<file path="src/rtl/seg_scan_pkg.sv">
// Shared types and constants for the 7-segment scan controller: FSM states,
// glyph table (a..g in bits 6..0, active-high) and the per-digit register entry.
package seg_scan_pkg;

  typedef enum logic [1:0] {IDLE, SHOW, GAP} state_e;

  localparam logic [7:0] SEG_OFF = 8'hFF;

  localparam logic [6:0] GLYPH [16] = '{
    7'h7E, 7'h30, 7'h6D, 7'h79, 7'h33, 7'h5B, 7'h5F, 7'h70,
    7'h7F, 7'h7B, 7'h77, 7'h1F, 7'h4E, 7'h3D, 7'h4F, 7'h47
  };

  typedef struct packed {
    logic [3:0] val;
    logic       dp;
    logic       blank;
    logic       blink;
  } digit_t;

  localparam digit_t DIGIT_RST = '{val: 4'd0, dp: 1'b0, blank: 1'b1, blink: 1'b0};

endpackage

</file>
<file path="src/rtl/seg_hex_dec.sv">
// Hex digit + decimal point to active-low segment bus {a..g, dp}.
module seg_hex_dec
  import seg_scan_pkg::*;
(
  input  logic [3:0] val_i,
  input  logic       dp_i,
  output logic [7:0] seg_o
);

  assign seg_o = ~{GLYPH[val_i], dp_i};

endmodule

</file>
<file path="src/rtl/seg_scan_ctrl.sv">
// Time-multiplexed scan controller for a common-anode 7-segment bank with
// double-buffered digit registers. Optional blink support: SEG_SCAN_BLINK_EN.
module seg_scan_ctrl
  import seg_scan_pkg::*;
#(
  parameter int NUM_DIGITS   = 8,
  parameter int DIV          = 50000,
  parameter int BLANK_CYC    = 2,
  parameter int BLINK_FRAMES = 64
) (
  input  logic                  clk,
  input  logic                  rst_n,
  input  logic                  en,
  input  logic                  wr_valid,
  output logic                  wr_ready,
  input  logic [2:0]            wr_idx,
  input  logic [3:0]            wr_val,
  input  logic                  wr_dp,
  input  logic                  wr_blank,
  input  logic                  wr_blink,
  output logic [7:0]            seg_o,
  output logic [NUM_DIGITS-1:0] an_o,
  output logic                  frame_done
);

  localparam int CW = $clog2(DIV);
  localparam int IW = (NUM_DIGITS > 1) ? $clog2(NUM_DIGITS) : 1;
  localparam logic [CW-1:0] LAST_CNT  = CW'(DIV - 1);
  localparam logic [CW-1:0] GAP_START = CW'(DIV - BLANK_CYC);
  localparam logic [IW-1:0] LAST_IDX  = IW'(NUM_DIGITS - 1);
  localparam logic [3:0]    ND        = 4'(NUM_DIGITS);

  state_e                state_q, state_d;
  logic [IW-1:0]         idx_q, idx_d;
  logic [CW-1:0]         cnt_q, cnt_d;
  logic                  commit;
  logic                  wr_ready_q;
  logic                  wr_hit;
  digit_t                wr_ent;
  digit_t                shadow_q [NUM_DIGITS];
  digit_t                active_q [NUM_DIGITS];
  digit_t                cur;
  logic                  blink_on_d;
  logic                  dark;
  logic [7:0]            glyph;
  logic [7:0]            seg_q, seg_d;
  logic [NUM_DIGITS-1:0] an_q, an_d;
  logic                  frame_done_q;

  // One counter spans the whole slot; SHOW/GAP is just which part of it we are in.
  always_comb begin
    state_d = state_q;
    idx_d   = idx_q;
    cnt_d   = cnt_q;
    commit  = 1'b0;
    if (!en) begin
      state_d = IDLE;
      idx_d   = '0;
      cnt_d   = '0;
    end else begin
      case (state_q)
        IDLE: begin
          state_d = SHOW;
          idx_d   = '0;
          cnt_d   = '0;
        end
        SHOW, GAP: begin
          if (cnt_q == LAST_CNT) begin
            cnt_d   = '0;
            state_d = SHOW;
            if (idx_q == LAST_IDX) begin
              idx_d  = '0;
              commit = 1'b1;
            end else begin
              idx_d = idx_q + 1'b1;
            end
          end else begin
            cnt_d   = cnt_q + 1'b1;
            state_d = (cnt_d >= GAP_START) ? GAP : SHOW;
          end
        end
        default: state_d = IDLE;
      endcase
    end
  end

  always_ff @(posedge clk or negedge rst_n) begin
    if (!rst_n) begin
      state_q <= IDLE;
      idx_q   <= '0;
      cnt_q   <= '0;
    end else begin
      state_q <= state_d;
      idx_q   <= idx_d;
      cnt_q   <= cnt_d;
    end
  end

  assign wr_hit = wr_valid && wr_ready_q && ({1'b0, wr_idx} < ND);

  always_comb begin
    wr_ent = '{val: wr_val, dp: wr_dp, blank: wr_blank, blink: 1'b0};
`ifdef SEG_SCAN_BLINK_EN
    wr_ent.blink = wr_blink;
`endif
  end

  // A write landing on the commit edge goes to shadow only; active takes the old shadow.
  always_ff @(posedge clk or negedge rst_n) begin
    if (!rst_n) begin
      for (int i = 0; i < NUM_DIGITS; i++) begin
        shadow_q[i] <= DIGIT_RST;
        active_q[i] <= DIGIT_RST;
      end
      wr_ready_q <= 1'b0;
    end else begin
      wr_ready_q <= 1'b1;
      if (wr_hit) shadow_q[wr_idx[IW-1:0]] <= wr_ent;
      if (commit) active_q <= shadow_q;
    end
  end

`ifdef SEG_SCAN_BLINK_EN
  localparam int FW = $clog2(BLINK_FRAMES + 1);
  logic [FW-1:0] fcnt_q, fcnt_d;
  logic          phase_q;

  always_comb begin
    fcnt_d     = fcnt_q;
    blink_on_d = phase_q;
    if (!en) begin
      fcnt_d     = '0;
      blink_on_d = 1'b1;
    end else if (commit) begin
      if (fcnt_q == FW'(BLINK_FRAMES - 1)) begin
        fcnt_d     = '0;
        blink_on_d = ~phase_q;
      end else begin
        fcnt_d = fcnt_q + 1'b1;
      end
    end
  end

  always_ff @(posedge clk or negedge rst_n) begin
    if (!rst_n) begin
      fcnt_q  <= '0;
      phase_q <= 1'b1;
    end else begin
      fcnt_q  <= fcnt_d;
      phase_q <= blink_on_d;
    end
  end
`else
  localparam int unused_blink_frames = BLINK_FRAMES;
  logic unused_blink;
  assign unused_blink = wr_blink;
  assign blink_on_d   = 1'b1;
`endif

  // Outputs are decoded from next-state values so seg_o and an_o register together.
  assign cur  = commit ? shadow_q[idx_d] : active_q[idx_d];
  assign dark = cur.blank | (cur.blink & ~blink_on_d);

  seg_hex_dec u_dec (
    .val_i (cur.val),
    .dp_i  (cur.dp),
    .seg_o (glyph)
  );

  always_comb begin
    an_d  = '1;
    seg_d = SEG_OFF;
    if (state_d == SHOW) begin
      an_d[idx_d] = 1'b0;
      if (!dark) seg_d = glyph;
    end
  end

  always_ff @(posedge clk or negedge rst_n) begin
    if (!rst_n) begin
      seg_q        <= SEG_OFF;
      an_q         <= '1;
      frame_done_q <= 1'b0;
    end else begin
      seg_q        <= seg_d;
      an_q         <= an_d;
      frame_done_q <= commit;
    end
  end

  assign wr_ready   = wr_ready_q;
  assign seg_o      = seg_q;
  assign an_o       = an_q;
  assign frame_done = frame_done_q;

endmodule

</file>
<file path="config.mk">
export PLATFORM = sky130hd
export DESIGN_NAME = seg_scan_ctrl
export DESIGN_NICKNAME = d
export VERILOG_FILES = /design/src/rtl/seg_scan_pkg.sv /design/src/rtl/seg_hex_dec.sv /design/src/rtl/seg_scan_ctrl.sv
export SDC_FILE = /design/constraint.sdc
export NUM_CORES = 1
export LEC_CHECK = 0
export CAP_MARGIN = 10
export CORE_UTILIZATION = 65
export CTS_CLUSTER_SIZE = 30
export DETAILED_ROUTE_END_ITERATION = 10
export PLACE_DENSITY = 0.85
export SLEW_MARGIN = 5
export SYNTH_ARGS = -nofsm -noshare
export SYNTH_HDL_FRONTEND = slang
export SYNTH_HIERARCHICAL = 1
export SYNTH_SLANG_ARGS = --single-unit
</file>
<file path="constraint.sdc">
create_clock -name clk -period 10.7 [get_ports clk]
set_input_delay 2.14 -clock clk [delete_from_list [all_inputs] [get_ports clk]]
set_output_delay 2.14 -clock clk [all_outputs]
set_load 0.01 [all_outputs]
</file>
==> results of run 1 <==
==> cell usage in the layout, fill, tap and decap left out, drive strengths merged, types with 5 or more instances in the layout <==
master         count
nand2            192
dfrtp            103
mux2              55
dfstp             32
o21ai             31
clkdlybuf4s50     29
nor2              29
nand3             27
inv               24
a21oi             22
clkbuf            19
mux2i             15
ha                12
o211ai            10
a22oi              9
o31ai              9
a222oi             8
nand4              8
buf                8
and3               6
o21a               6
a221oi             6
nand3b             5
nor2b              5
clkinv             5
==> metal layers <==
metal / routed length, um / up-vias / track usage (%)
met2: 8560 / 238 / 54.7
met3: 1140 / 40 / 8.10
met4: 411 / 0 / 14.2
met1: 6870 / 2818 / 40.0
li1: - / 2553 / -
met5: 0 / - / 0
==> registers in the layout (all words and copies together), names as in the netlist <==
name        cells
idx_q           3
seg_o           8
cnt_q          16
active_q       48
an_o            8
wr_ready        1
state_q         2
shadow_q       48
frame_done      1
==> cell usage after synthesis (all sizes together), types with 2 or more instances <==
cell     number  area [um2]
a22oi         9        67.6
nor4b         2        23.8
nand4         8        50.1
xnor2         2        17.5
clkbuf       25        95.1
o22a          2        17.5
o21ai        31         155
a2111oi       2        36.3
and4          3        31.3
a221o         2        20.0
a221oi        6        58.8
a21o          2        15.0
a222oi        8        80.1
and2          4        25.0
inv          21        78.8
nand3b        5        37.5
o2111ai       2        17.5
nor2b         5        31.3
and3          6        37.5
nand2b        4        25.0
mux2         55         619
nand2       192         721
o221ai        2        17.5
a211oi        2        15.0
dfrtp       103        2580
a22o          4        35.0
a21oi        22         118
nor2         29         109
nand3        27         135
o31ai         9        67.6
mux2i        15         150
dfstp        32         841
buf          18         123
a21boi        3        26.3
a32oi         2        17.5
nor3          2        10.0
nor4          3        33.8
or3           4        25.0
a31oi         3        18.8
ha           12         150
o211ai       10        75.1
o21a          6        45.0
==> worst paths after layout <==
check,to,slack (ps),from
min,active_q[22]$_DFFE_PN1P_,460,active_q[22]$_DFFE_PN1P_
min reg2reg,active_q[22]$_DFFE_PN1P_,460,active_q[22]$_DFFE_PN1P_
max,seg_o[4]$_DFF_PN1_,4760,en
max in group asynchronous,active_q[39]$_DFFE_PN0P_,7590,rst_n
max reg2reg,seg_o[4]$_DFF_PN1_,6120,cnt_q[0]$_DFFE_PN0P_
min in group asynchronous,cnt_q[12]$_DFFE_PN0P_,1670,rst_n
==> area by class of cell <==
cell class | count | share of cell area, %
Inverter | 21 | 1.00
Sequential cell | 135 | 43.5
Clock inverter | 13 | 1.88
Timing Repair Buffer | 37 | 4.45
Tap cell | 136 | 2.16
Clock buffer | 19 | 5.49
Multi-Input combinational cell | 518 | 41.6
==> worst max-delay path, cell delays in order <==
cell and delay [ps]:
clkdlybuf4s50_1 630, o21ai_0 220, or3_1 410, mux2i_1 680, buf_4 310, a222oi_1 120, and3_1 220, a21oi_1 110
o21a_1 300, inv_1 170, ha_1 310, inv_1 50, mux4_1 500, inv_1 90, o211ai_1 90
==> power groups by stage <==
stage	combinational, mW	sequential, mW	clock, mW
2_1_floorplan	0.0618	0.596	0
3_3_place_gp	0.0898	0.602	0
3_5_place_dp	0.0951	0.607	0
4_1_cts	0.0962	0.599	0.574
5_1_grt	0.105	0.605	0.598
6_report	0.0949	0.600	0.572
==> cell families (layout without fill, tap and decap cells) <==
logic type | Yosys count | after routing
flops | 135 | 135
fa+ha+maj | 12 | 12
mux | 71 | 71
compound gates | 130 | 130
simple gates | 301 | 301
other cells | 1 | 1
xor+xnor | 3 | 3
buf+inv | 64 | 90
==> through the flow <==
stage / setup slack [ps] / util [%] / hold slack (ps) / cells
floorplan: 5690 / - / 434 / 717
global placement: 4530 / 70.3 / 445 / 847
detailed placement: 4380 / 70.3 / 448 / 847
CTS: 4870 / 75.9 / 459 / 879
global route: 4580 / 75.9 / 483 / 879
finish: 4760 / 75.9 / 458 / 879
==> flow_summary.json, run 1 <==
{
  "run_status": "completed",
  "drv_slew": 0,
  "core_mm2": 0.0104,
  "hold_depth": 2,
  "synth_xor_area_share_pct": 0.377,
  "vias": 5649,
  "place_area_mm2": 0.00729,
  "row_count": 37,
  "synth-main-ff-cell": "dfrtp_1",
  "fin_crit_ps": 5940,
  "nFillCells": 707,
  "insertion_delay_ps": 530,
  "yosysUniqueCellTypes": 68,
  "grt.total_usage_pct": 32.5,
  "grt_pass1_vias": 5617,
  "port_buffers": 30,
  "cts_tree": "done",
  "start_kind": "primary input",
  "clockPowerShare_pct": 45.1,
  "worstMarginPinSlew_ps": 1130,
  "drive_gt1_share_pct": 18.6,
  "synth_top_family_by_area": "simple AND/OR/NAND/NOR gates",
  "crit_fanout": 8,
  "cts.sinks": 135,
  "multi_input_area_mm2": 0.00327,
  "cts_buffers": 17,
  "hold_buffers": 0,
  "setup_viol": 0,
  "hold_path_class": "register to register",
  "synth.net_count": 743,
  "ant_nets": 0,
  "antenna_found_initial": 0,
  "stdcell_area_mm2": 0.00787,
  "synth_area_mm2": 0.00697,
  "cts_setup_buffers": 0,
  "grt_max_degree": 77,
  "drt-initial-drc-count": 525,
  "ff_latch_area_mm2": 0.00342,
  "switchingPower_mw": 0.312,
  "antenna_cells": 0,
  "fmax_mhz": 168,
  "critPathKind": "primary input to register",
  "r2r.worst_path.cells": 15,
  "drt_first_pass_iters": 7,
  "netlist_instances": 717,
  "h-tree-depth": 4,
  "critPathCaptureType": "register",
  "clk_pin_slew_worst_paths_ps": 60,
  "rsz0062_at_grt": "no",
  "combPwrFrac_pct": 7.5,
  "ys_seq_area_share_pct": 49.0,
  "drc": 0,
  "ys_warn_count": 6,
  "seqPwrFrac_pct": 47.4,
  "yosys.area_share.simple_pct": 19.4,
  "synth_edf_count": 0,
  "total_power_mw": 1.27,
  "gp_congestion": 0.836,
  "avgViaCountPerCell": 6.43,
  "maxCapViolCount": 0,
  "syn_avg_cell_area_um2": 9.73,
  "synthArstFlopShare_pct": 100,
  "timing.final.crit_share_pct": 55.5,
  "hpwl_mm": 10.7,
  "final_hold_viol_count": 0,
  "final.setup.tns_ps": 0,
  "synthAdderAreaFrac_pct": 2.15,
  "fin_skew_ps": 8.11,
  "fp.dieArea_mm2": 0.0111,
  "synth_compound_area_share_pct": 13.3,
  "grt_pass1_wl_mm": 27.7,
  "drt_wl_total_mm": 17.0,
  "cts_resized": 0,
  "ir_worst_vdd_uv": 210,
  "wire_per_inst_um": 19.3,
  "synth_mux_area_share_pct": 11.4,
  "cts-root-buf": "clkbuf_8",
  "die_width_um": 106,
  "relSlewSlack_pct": 24.5,
  "initial_core_util_pct": 67.2,
  "switching_share_pct": 24.6,
  "area_delta_synth_final_pct": 12.8,
  "die_h_um": 106,
  "required_ps": 11120,
  "final_nets": 756,
  "cp_data_arrival_time_ps": 6360,
  "ys_ff_latch": 135,
  "cts_max_path_buffers": 2,
  "pin_count": 32,
  "power_leakage_nw": 3.41,
  "p_int_mw": 0.955,
  "powerDensity_mw_per_mm2": 161,
  "grt-ovfl-total": 0
}
(Power assumes the default switching activity.)
==> inputs of run 2 (changes only) <==
--- a/config.mk
+++ b/config.mk
@@ -6,10 +6,10 @@
 export NUM_CORES = 1
 export LEC_CHECK = 0
 export CAP_MARGIN = 10
-export CORE_UTILIZATION = 65
+export CORE_UTILIZATION = 61
 export CTS_CLUSTER_SIZE = 30
 export DETAILED_ROUTE_END_ITERATION = 10
-export PLACE_DENSITY = 0.85
+export PLACE_DENSITY = 0.8
 export SLEW_MARGIN = 5
 export SYNTH_ARGS = -nofsm -noshare
 export SYNTH_HDL_FRONTEND = slang
==> constraint.sdc (replaced) <==
create_clock -name clk -period 6.09 [get_ports clk]
set_input_delay 1.218 -clock clk [delete_from_list [all_inputs] [get_ports clk]]
set_output_delay 1.218 -clock clk [all_outputs]
set_load 0.01 [all_outputs]
==> flow_summary.json, run 2 (synthesis results as in run 1) <==
{
  "run_status": "completed",
  "gp_congestion": 0.862,
  "path_delay_family": "compound AO/OA/AOI/OAI gates",
  "critPathCaptureType": "register",
  "cts-root-buf": "clkbuf_16",
  "drt-initial-drc-count": 625,
  "drc": 0,
  "ant_nets": 0,
  "p_int_mw": 1.65,
  "vias": 5624,
  "antenna_found_initial": 0,
  "rsz0062_at_grt": "no",
  "top_regs": "active_q (48), shadow_q (48), cnt_q (16)",
  "path_cells": "clkdlybuf4s50_1 -> o21a_1 -> nand2_1 -> mux2_2 -> and2_1 -> a22o_1 -> a2111oi_0 -> a21oi_1 -> inv_1 -> ha_1 -> nor2b_1 -> or3b_1 -> o21ai_0 -> inv_1 -> o211ai_1",
  "min_from": "active_q[22]$_DFFE_PN1P_",
  "die_h_um": 109,
  "max_stage_delay_ps": 660,
  "hpwl_mm": 10.8,
  "crit_slowest_cell": "clkdlybuf4s50_1",
  "cp.buffers_inverters": 3,
  "combPwrFrac_pct": 7.6,
  "row_count": 38,
  "timing.final.crit_share_pct": 82.4,
  "wire_per_inst_um": 19.1,
  "drt_first_pass_iters": 8,
  "crit_fanout": 15,
  "critPathLaunch": "en",
  "clk_pin_slew_worst_paths_ps": 60,
  "initial_core_util_pct": 63.5,
  "fin_crit_ps": 5020,
  "clockPowerShare_pct": 44.7,
  "h-tree-depth": 4,
  "power_leakage_nw": 3.45,
  "drt_wl_total_mm": 17.0,
  "seqPwrFrac_pct": 47.7,
  "grt-ovfl-total": 0,
  "maxCapViolCount": 0,
  "final.setup.tns_ps": 0,
  "cts_resized": 0,
  "ir_worst_vdd_uv": 257,
  "final_hold_viol_count": 0,
  "switchingPower_mw": 0.563,
  "core_mm2": 0.0110,
  "relSlewSlack_pct": 38.0,
  "drive_gt1_share_pct": 19.3,
  "powerDensity_mw_per_mm2": 280,
  "setup_viol": 0,
  "cts_setup_buffers": 0,
  "cp_common_cell": "inv_1",
  "hold_path_class": "register to register",
  "grt_pass1_wl_mm": 27.9,
  "cts_max_path_buffers": 2,
  "critPathKind": "primary input to register",
  "pin_count": 32,
  "port_buffers": 30,
  "cts_tree": "done",
  "cp_data_arrival_time_ps": 5360,
  "grt_pass1_vias": 5419,
  "avgViaCountPerCell": 6.32,
  "final_nets": 763,
  "most-common-layout-cells": "nand2_1, dfrtp_1, mux2_2, dfstp_2, o21ai_0",
  "cts_buffers": 17,
  "reg2reg_from": "cnt_q[0]$_DFFE_PN0P_",
  "worstMarginPinSlew_ps": 926,
  "die_width_um": 109,
  "grt.total_usage_pct": 31.9,
  "grt_max_degree": 71,
  "start_kind": "primary input",
  "mostFrequentLayoutCell": "nand2_1",
  "insertion_delay_ps": 430,
  "fin_skew_ps": 9.44,
  "area_delta_synth_final_pct": 13.5,
  "fin_util_pct": 72.0,
  "drv_slew": 0,
  "antenna_cells": 0,
  "switching_share_pct": 25.4,
  "hold_buffers": 0,
  "required_ps": 6430,
  "cts.sinks": 135,
  "fmax_mhz": 199,
  "fp.dieArea_mm2": 0.0119
}
==> run 2: worst paths after layout <==
check | endpoint | slack, ps | cells after the start
worst max-delay path | seg_o[7]$_DFF_PN1_ | 1070 | 15
worst min register to register | active_q[22]$_DFFE_PN1P_ | 460 | 2
min in group asynchronous | cnt_q[11]$_DFFE_PN0P_ | 870 | 1
worst max register to register | seg_o[7]$_DFF_PN1_ | 1560 | 17
max in group asynchronous | shadow_q[52]$_DFFE_PN0P_ | 3850 | 2
worst min-delay path | active_q[22]$_DFFE_PN1P_ | 460 | 2
==> run 2: layout make-up <==
type | instances | area (um2)
repair buffers | 44 | 403
flip-flops and latches | 135 | 3420
multi-input cells | 518 | 3270
inverters | 21 | 78.8
well taps | 140 | 175
clock buffers | 18 | 429
fillers | 786 | 3070
clock inverters | 14 | 138
==> run 2: metrics by stage <==
| step | hold WS, ps | instances | worst slack (ps) | cell area [um2] | total power, mW |
|---|---|---|---|---|---|
| after floorplan | 434 | 717 | 2000 | 6970 | 1.16 |
| after global placement | 442 | 858 | 1020 | 7340 | 1.22 |
| after detailed placement | 446 | 858 | 821 | 7340 | 1.23 |
| after CTS | 462 | 890 | 1230 | 7910 | 2.22 |
| after global routing | 478 | 890 | 852 | 7910 | 2.28 |
| final | 461 | 890 | 1070 | 7910 | 2.21 |
==> run 2: worst reg2reg max path, cell delays in order, from the launching register on <==
cell	delay (ps)
dfrtp_1	460
ha_1	340
nor4b_2	250
and4_4	400
mux2_2	450
inv_1	110
buf_4	240
a221oi_1	230
nor2_1	60
a2111oi_0	560
a21oi_1	240
inv_1	170
ha_1	250
nor2b_1	80
or3b_1	370
o21ai_0	80
inv_1	60
o211ai_1	100
==> run 2: power groups by stage <==
stage	registers (mW)	clock network, mW	logic [mW]
floorplan	1.05	0	0.109
global placement	1.06	0	0.158
detailed placement	1.07	0	0.168
CTS	1.05	0.994	0.170
global route	1.06	1.03	0.186
finish	1.05	0.990	0.168
==> run 2: layer usage <==
layer	GRT usage, %	vias to the layer above	part of all wire (%)	routed length (um)
li1	-	2564	-	-
met1	41.4	2776	41	7010
met2	51.7	247	49	8390
met3	6.87	37	7.0	1190
met4	13.4	0	2.6	441
met5	0	-	0	0
